### config.mk
export PLATFORM = sky130hd
export DESIGN_NAME = regfile_mp
export DESIGN_NICKNAME = d
export VERILOG_FILES = /design/src/rtl/regfile_pkg.sv /design/src/rtl/regfile_scoreboard.sv /design/src/rtl/regfile_mp.sv
export SDC_FILE = /design/constraint.sdc
export NUM_CORES = 2
export LEC_CHECK = 0
export ABC_AREA = 0
export BUFFER_PORTS_ARGS = -buffer_cell sky130_fd_sc_hd__clkbuf_2
export CAP_MARGIN = 10
export CORE_ASPECT_RATIO = 1.5
export CORE_UTILIZATION = 45
export CTS_BUF_LIST = sky130_fd_sc_hd__clkbuf_4 sky130_fd_sc_hd__clkbuf_8 sky130_fd_sc_hd__clkbuf_16
export CTS_CLUSTER_DIAMETER = 80
export DETAILED_ROUTE_END_ITERATION = 16
export PLACE_DENSITY = 0.65
export SYNTH_ARGS = -nofsm -noshare
export SYNTH_HDL_FRONTEND = slang
export SYNTH_SLANG_ARGS = --single-unit
### constraint.sdc
create_clock -name CLK -period 40.3 [get_ports CLK]
set_clock_uncertainty 0.05 [all_clocks]
set_input_delay 8.06 -clock CLK [delete_from_list [all_inputs] [get_ports CLK]]
set_output_delay 8.06 -clock CLK [all_outputs]
set_load 0.005 [all_outputs]
### src/rtl/regfile_pkg.sv
// regfile_pkg: shared defaults and word/index types for the multi-port
// register file and its busy scoreboard.
package regfile_pkg;

  localparam int DATA_W_DEF   = 32;
  localparam int NUM_REGS_DEF = 32;
  localparam int IDX_W_DEF    = $clog2(NUM_REGS_DEF);

  typedef logic [IDX_W_DEF-1:0]  reg_idx_t;
  typedef logic [DATA_W_DEF-1:0] reg_word_t;

  // True when the index addresses the hardwired zero register.
  function automatic logic is_zero_idx(input logic [31:0] idx, input logic zero_en);
    return zero_en && (idx == 32'd0);
  endfunction

endpackage

### src/rtl/regfile_scoreboard.sv
// regfile_scoreboard: per-register busy bits. Allocation (a new producer
// issuing) sets a bit, a writeback clears it, and allocation wins when both
// hit the same register in one cycle because the new producer supersedes
// the old one.
module regfile_scoreboard
  import regfile_pkg::*;
#(
  parameter int NUM_REGS = NUM_REGS_DEF,
  parameter int NUM_WR   = 2,
  parameter int ZERO_REG = 1,
  localparam int IDX_W   = $clog2(NUM_REGS)
) (
  input  logic                    CLK,
  input  logic                    RST,
  input  logic                    alloc_en,
  input  logic [IDX_W-1:0]        alloc_idx,
  input  logic [NUM_WR-1:0]       wr_en,
  input  logic [NUM_WR*IDX_W-1:0] wr_idx,
  output logic [NUM_REGS-1:0]     busy_vec
);

  localparam logic ZERO_EN = (ZERO_REG != 0);

  logic [NUM_REGS-1:0] busy_r;
  logic [NUM_REGS-1:0] busy_nxt_s;
  logic [NUM_REGS-1:0] set_s;
  logic [NUM_REGS-1:0] clr_s;

  // Decode set/clear requests per register and apply set-over-clear priority.
  always_comb begin
    set_s      = '0;
    clr_s      = '0;
    busy_nxt_s = busy_r;
    for (int r = 0; r < NUM_REGS; r++) begin
      if (alloc_en && (alloc_idx == IDX_W'(r)) && !is_zero_idx(32'(r), ZERO_EN)) begin
        set_s[r] = 1'b1;
      end else begin
        set_s[r] = 1'b0;
      end
      for (int w = 0; w < NUM_WR; w++) begin
        if (wr_en[w] && (wr_idx[w*IDX_W +: IDX_W] == IDX_W'(r))) begin
          clr_s[r] = 1'b1;
        end else begin
          clr_s[r] = clr_s[r];
        end
      end
      if (set_s[r]) begin
        busy_nxt_s[r] = 1'b1;
      end else if (clr_s[r]) begin
        busy_nxt_s[r] = 1'b0;
      end else begin
        busy_nxt_s[r] = busy_r[r];
      end
    end
  end

  // Busy state register; reset discards any same-edge alloc or writeback.
  always_ff @(posedge CLK or posedge RST) begin
    if (RST) begin
      busy_r <= '0;
    end else begin
      busy_r <= busy_nxt_s;
    end
  end

  assign busy_vec = busy_r;

endmodule

### src/rtl/regfile_mp.sv
// regfile_mp: parametrised multi-port integer register file with NUM_RD
// combinational read ports, NUM_WR synchronous write ports (highest port
// number wins on a same-index collision) and a busy scoreboard.
// Optional build macro REGFILE_BYPASS_EN adds same-cycle write-to-read
// forwarding; without it reads return stored state only.
module regfile_mp
  import regfile_pkg::*;
#(
  parameter int DATA_W   = DATA_W_DEF,
  parameter int NUM_REGS = NUM_REGS_DEF,
  parameter int NUM_RD   = 2,
  parameter int NUM_WR   = 2,
  parameter int ZERO_REG = 1,
  localparam int IDX_W   = $clog2(NUM_REGS)
) (
  input  logic                     CLK,
  input  logic                     RST,
  input  logic [NUM_RD*IDX_W-1:0]  rd_idx,
  output logic [NUM_RD*DATA_W-1:0] rd_data,
  output logic [NUM_RD-1:0]        rd_busy,
  input  logic [NUM_WR-1:0]        wr_en,
  input  logic [NUM_WR*IDX_W-1:0]  wr_idx,
  input  logic [NUM_WR*DATA_W-1:0] wr_data,
  input  logic                     alloc_en,
  input  logic [IDX_W-1:0]         alloc_idx,
  output logic [NUM_REGS-1:0]      busy_vec
);

  localparam logic ZERO_EN = (ZERO_REG != 0);

  logic [DATA_W-1:0]   regs_r     [NUM_REGS];
  logic [DATA_W-1:0]   regs_nxt_s [NUM_REGS];
  logic [IDX_W-1:0]    rd_sel_s   [NUM_RD];
  logic [NUM_RD*DATA_W-1:0] rd_data_s;
  logic [NUM_RD-1:0]   rd_busy_s;
  logic [NUM_REGS-1:0] busy_s;
`ifdef REGFILE_BYPASS_EN
  logic [NUM_RD-1:0]   fwd_s;
`endif

  regfile_scoreboard #(
    .NUM_REGS (NUM_REGS),
    .NUM_WR   (NUM_WR),
    .ZERO_REG (ZERO_REG)
  ) u_scoreboard (
    .CLK       (CLK),
    .RST       (RST),
    .alloc_en  (alloc_en),
    .alloc_idx (alloc_idx),
    .wr_en     (wr_en),
    .wr_idx    (wr_idx),
    .busy_vec  (busy_s)
  );

  assign busy_vec = busy_s;

  // Next register contents: later write ports overwrite earlier ones, and
  // the zero register never changes.
  always_comb begin
    for (int r = 0; r < NUM_REGS; r++) begin
      regs_nxt_s[r] = regs_r[r];
      for (int w = 0; w < NUM_WR; w++) begin
        if (wr_en[w] && (wr_idx[w*IDX_W +: IDX_W] == IDX_W'(r))) begin
          regs_nxt_s[r] = wr_data[w*DATA_W +: DATA_W];
        end else begin
          regs_nxt_s[r] = regs_nxt_s[r];
        end
      end
      if (is_zero_idx(32'(r), ZERO_EN)) begin
        regs_nxt_s[r] = '0;
      end else begin
        regs_nxt_s[r] = regs_nxt_s[r];
      end
    end
  end

  // Data array; reset clears every register and drops same-edge writes.
  always_ff @(posedge CLK or posedge RST) begin
    if (RST) begin
      for (int r = 0; r < NUM_REGS; r++) begin
        regs_r[r] <= '0;
      end
    end else begin
      for (int r = 0; r < NUM_REGS; r++) begin
        regs_r[r] <= regs_nxt_s[r];
      end
    end
  end

  // Unpack the per-port read indices.
  always_comb begin
    for (int p = 0; p < NUM_RD; p++) begin
      rd_sel_s[p] = rd_idx[p*IDX_W +: IDX_W];
    end
  end

  // Read muxes from stored state, with optional same-cycle forwarding.
  always_comb begin
    rd_data_s = '0;
    rd_busy_s = '0;
`ifdef REGFILE_BYPASS_EN
    fwd_s     = '0;
`endif
    for (int p = 0; p < NUM_RD; p++) begin
      rd_data_s[p*DATA_W +: DATA_W] = regs_r[rd_sel_s[p]];
      rd_busy_s[p]                  = busy_s[rd_sel_s[p]];
`ifdef REGFILE_BYPASS_EN
      for (int w = 0; w < NUM_WR; w++) begin
        if (wr_en[w] && (wr_idx[w*IDX_W +: IDX_W] == rd_sel_s[p])) begin
          rd_data_s[p*DATA_W +: DATA_W] = wr_data[w*DATA_W +: DATA_W];
          fwd_s[p]                      = 1'b1;
        end else begin
          fwd_s[p] = fwd_s[p];
        end
      end
      // A forwarded writeback retires the producer unless a new one
      // allocates the same register this cycle.
      if (fwd_s[p] && !(alloc_en && (alloc_idx == rd_sel_s[p]))) begin
        rd_busy_s[p] = 1'b0;
      end else begin
        rd_busy_s[p] = rd_busy_s[p];
      end
`endif
      if (is_zero_idx(32'(rd_sel_s[p]), ZERO_EN)) begin
        rd_data_s[p*DATA_W +: DATA_W] = '0;
        rd_busy_s[p]                  = 1'b0;
      end else begin
        rd_busy_s[p] = rd_busy_s[p];
      end
    end
  end

  assign rd_data = rd_data_s;
  assign rd_busy = rd_busy_s;

endmodule
# ---- After elaboration in Yosys (flattened, before gate mapping)
# Index checks and enable logic that the tools add are counted.
dict set report classes {
  bitwise_logic 2
  n_reduce_logical 157
  eq_ne 93
  muxes 231
  magnitude_cmp 4
}
# cell n
set op_table {}
lappend op_table {{2-to-1 mux 32 bit} 68}
lappend op_table {{binary-select mux 32 bit (select 5 bit)} 2}
lappend op_table {{equality test 5 bit, second input constant} 48}
lappend op_table {{2-to-1 mux 1 bit} 159}
lappend op_table {{nonzero test 2 bit} 62}
lappend op_table {{equality test 5 x 4 -> 1 bit, second input constant} 24}
lappend op_table {{logical AND 1 bit} 93}
lappend op_table {{equality test 5 x 3 -> 1 bit, second input constant} 12}
lappend op_table {{equality test 5 x 2 -> 1 bit, second input constant} 6}
lappend op_table {{equality test 5 x 1 -> 1 bit, second input constant} 3}
lappend op_table {{>= comparator 6 bit, second input constant} 2}
lappend op_table {{less-than comparator 5 x 6 -> 1 bit, second input constant} 2}
lappend op_table {{inverter 5 -> 6 bit} 2}
lappend op_table {{binary-select mux 1 bit (select 5 bit)} 2}
lappend op_table {{zero test 5 bit} 2}
dict set report totals {
  input_bits 94
  wordCells 549
  out_inout_bits 98
  ff_bits 1023
}

# ---- Depth between registers and ports, before layout
dict set report depth {
  word_depth 6
  depth_mapped 9
  depth_no_buf 5
}

# ---- Hierarchy
# From an unflattened synthesis, not the netlist that was laid out.
dict set report hier_totals {
  hier_cells 6121
  area_unflattened_um2 64259.1
}
# mod n_inst area_each_um2 cells_per_inst seq_area_each_um2
set modules_own_cells {}
lappend modules_own_cells {regfile_mp 1 62575.0 5967 24823.8}
lappend modules_own_cells {regfile_scoreboard 1 1684.1 154 775.7}

# ---- Least setup slack after synthesis
# Ideal clock, no wire load.
dict set report synth_timing {
  kind {input -> output}
  start {input port rd_idx[6]}
  end {output port rd_data[40]}
  path_slack_ps 22664
  arrival_time_ps 9526
  required_ps 32190
  cell_stages 7
  path_buffers 2
  cell_sequence {buf_2 -> buf_1 -> mux2_2 -> a221oi_1 -> nor3_1 -> a221oi_1 -> nor3_1}
}
dict set report synth_via {
  elab_chain_cells 5
  elab_cells_between_ends 6
  classes_between {mux (4); bitwise (1); reduce/logical (1)}
}
# item line_no
set synth_rtl {}
lappend synth_rtl {{from (decl)} regfile_mp.sv:18} ;# input logic [NUM_RD*IDX_W-1:0] rd_idx,
lappend synth_rtl {{inverter 5 -> 6 bit (implied by the code)} regfile_mp.sv:105} ;# rd_data_s[p*DATA_W +: DATA_W] = regs_r[rd_sel_s[p]];
lappend synth_rtl {{binary-select mux 32 bit (select 5 bit)} regfile_mp.sv:105}
lappend synth_rtl {{2-to-1 mux 32 bit (implied by the code) (2 in series)} regfile_mp.sv:105}
lappend synth_rtl {{2-to-1 mux 32 bit *} regfile_mp.sv:124} ;# if (is_zero_idx(32'(rd_sel_s[p]), ZERO_EN)) begin
lappend synth_rtl {{to (decl)} regfile_mp.sv:19} ;# output logic [NUM_RD*DATA_W-1:0] rd_data,
# Every way passes the cells marked *; elsewhere a longest branch is shown, timed or not. The select of a mux whose other input is x is not followed.

# ---- Worst setup path after layout
dict set report layout_timing {
  start {input port rd_idx[0]}
  end {output port rd_data[14]}
}
# The elaborated chain is that of the path after synthesis.

==> results.toml <==
[floorplan]
die_width_um = 310
die_area_um2 = 143000
chipHeight_um = 463
placeableCoreArea_um2 = 140000
fp-row-count = 168
floorplan.initialDensity_pct = 45.5
pin_count = 192

[setup_path]
cpLargestDelayFamily = "buffers and inverters"
critical_path.slowest_cell = "buf_4"
critPathLaunchType = "input port"
critPathKind = "input port to primary output"
worstPathCellList = "buf_8, buf_4, buf_12, buf_4, mux2i_1, o22ai_1, nor3_1, nor3_1, clkbuf_2"
timing.critical_path.buf_inv = 5
worst_path_arrival_ns = 12.66
path_max_fanout = 104
rr_worst_depth = 2
critPathCaptureType = "primary output"
worstReg2RegStart = "regs_r[384]"
critical_path_required_ns = 32.19
worstReg2RegEnd = "regs_r[384]"
ff2ff_setup_slack_ns = 39.38
timing.critical_path.slowest_cell_delay_ns = 0.94

[flow_run]
number_of_max_cap_violations = 0

[final_layout]
layout-drive-gt1-share_pct = 13.9
layout.filler_cells = 12800
layout.cells.most_common = "mux2i_1"
multi_input_comb_area_um2 = 35400
utilization_pct = 49.2
most-common-layout-cells = "1,593 x mux2i_1, 1,023 x dfrtp_1, 525 x nor2_1"
final_nets = 6312
areaGrowthSynthToFinish_pct = 8.11
finalInstanceArea_um2 = 69000
register_area_um2 = 25600

[global_route]
grt_met3_use_pct = 8.47
grtUsageMet1_pct = 41.6
grt_antenna_before_repair = 23
top_usage_layer_grt = "met2"
global_route.usage.total_pct = 35.3
maximum_number_of_pins_on_one_net_before_global_route_repair = 182
first_global_vias = 53400
grt_remaining_overflow = 0
met2_usage_pct = 54.6
grt_first_pass_wirelength_um = 370000

[sta]
timing.hold.ws_ns = 0.533
transition_time_at_the_pin_with_the_least_slew_margin_ns = 1.43
final_hold_viol_count = 0
setup-tns-final_ns = 0
finalMaxSlewViolations = 0
fin_ws_ns = 19.53
worst_relative_slew_slack_pct = 4.45
grt_setup_unrepaired = "false"
finalCritPeriodShare_pct = 51.5
timing.fmax_ghz = 0.0482
setup_viol = 0
finalWorstPathRequiredPeriod_ns = 20.77

[yosys]
synth_cell_types = 48
ys_seq_area_share_pct = 40.1
ys_seq_elements = 1023
postSynthCellCount = 6559
postSynth.asyncResetShare_pct = 100
synthesized_area_per_cell_um2 = 9.73
synth_enable_flop_cells = 0
mappedNetlistArea_um2 = 63800
synth_nets = 6653
ys_warn_count = 0
synthDominantAreaCellType = "dfrtp_1"
dominantRegCellSynth = "dfrtp_1"
synth_top_area_share_pct = 40.1
ys_top_cells_by_area = "dfrtp_1 40%, mux2i_1 25%, mux4_2 4.7%"

[routing]
post_drt_via_cell_ratio = 6.65
ant_nets = 0
num_vias = 54500
dr.pass1.iters = 8
drc = 0
first_iter_violations = 6216
drt_wl_total_um = 258000
detail_route.wl_per_cell_um = 31.5

[placement]
place_area_um2 = 65200
port_buffers = 190
post-place-ws_ns = 19.97
detailedPlacementHpwl_um = 149000
gp_routability_congestion = 0.949

[hold_path]
hold_start = "regs_r[639]"
hold-path-cell-count = 2
sink_of_the_worst_hold_path = "regs_r[639]"
classification_of_the_worst_slack_hold_path = "flip-flop to flip-flop"

[clock_network]
htree_levels = 3
clock_tree.buffer_depth = 3
tritoncts_num_sinks = 1023
cts.repair.resized = 0
post_cts_buffers = 0
clock_insertion_delay_worst_skew_ns = 0.76
cts_buffers = 107
clockRootBuffer = "clkbuf_16"
tritoncts = "yes"
holdBufCountCts = 0
clk_pin_slew_ns = 0.06

[power_and_ir_drop]
power_per_cell_area_nw_per_um2 = 50.4
vdd_ir_drop_max_mv = 0.0424
total_leakage_power_nw = 31.4

[status]
run_status = "completed"
synthesized netlist by cell type (all sizes together) (3+ instances only):
library cell	number
a21oi	516
a221oi	130
a22o	3
a32o	15
and2	8
and3	5
buf	271
clkbuf	479
dfrtp	1023
inv	9
mux2	159
mux2i	1593
mux4	132
nand2	551
nand2b	19
nor2	545
nor2b	16
nor3	236
nor4	5
o21ai	492
o22ai	327
or2	7
or3	3
through the flow:
step                      total power [W]  instances
after floorplan                   0.00211       6559
after global placement            0.00235       7978
after detailed placement          0.00240       7978
after CTS                         0.00345       8177
after global routing              0.00362       8188
final                             0.00348       8191
worst min-delay path, cell delays in order, from the launching register on:
cell,delay (ns)
dfrtp_1,0.35
mux2i_1,0.07
o21ai_0,0.13
kinds of logic after synthesis:
| kind of cell | share of synthesized area, % |
|---|---|
| AOI/OAI and AO/OA | 13.3 |
| buffers and inverters | 5.08 |
| DFF | 40.1 |
| muxes | 32.4 |
| other | 0.00588 |
| and+or+nand+nor | 9.10 |
how the worst max path moves through the flow:
stage,depth (start not counted),startpoint,slack (ns),to
6_report,9,rd_idx[0],19.53,rd_data[14]
4_1_cts,9,rd_idx[0],19.97,rd_data[14]
5_1_grt,9,rd_idx[0],19.59,rd_data[14]
3_5_place_dp,9,rd_idx[0],19.97,rd_data[14]
3_3_place_gp,9,rd_idx[0],20.02,rd_data[17]
2_1_floorplan,1,RST,3.40,regs_r[0]
metal layers:
metal	routed length [um]	up-vias
met1	91100	26700
met5	114	-
met4	22500	12
li1	-	23100
met2	117000	3498
met3	26500	1099
sequential cells by signal, summed over array words and instances (netlist names):
name	count
regs_r	992
u_scoreboard.busy_vec	31
cell type report:
type | instances | area share (%)
inverter | 9 | 0.0598
clock inverter | 34 | 0.564
timing repair buffer | 300 | 2.69
tap | 1870 | 3.39
antenna | 13 | 0.0471
multi-input combinational | 4777 | 51.3
sequential | 1023 | 37.1
clock buffer | 165 | 4.83
power breakdown:
group / internal, W / switching [W]
combinational: 0.000413 / 0.000454
sequential: 0.00130 / 0.000239
clock: 0.000613 / 0.000455
No activity file was read; power rests on OpenSTA's default activity.
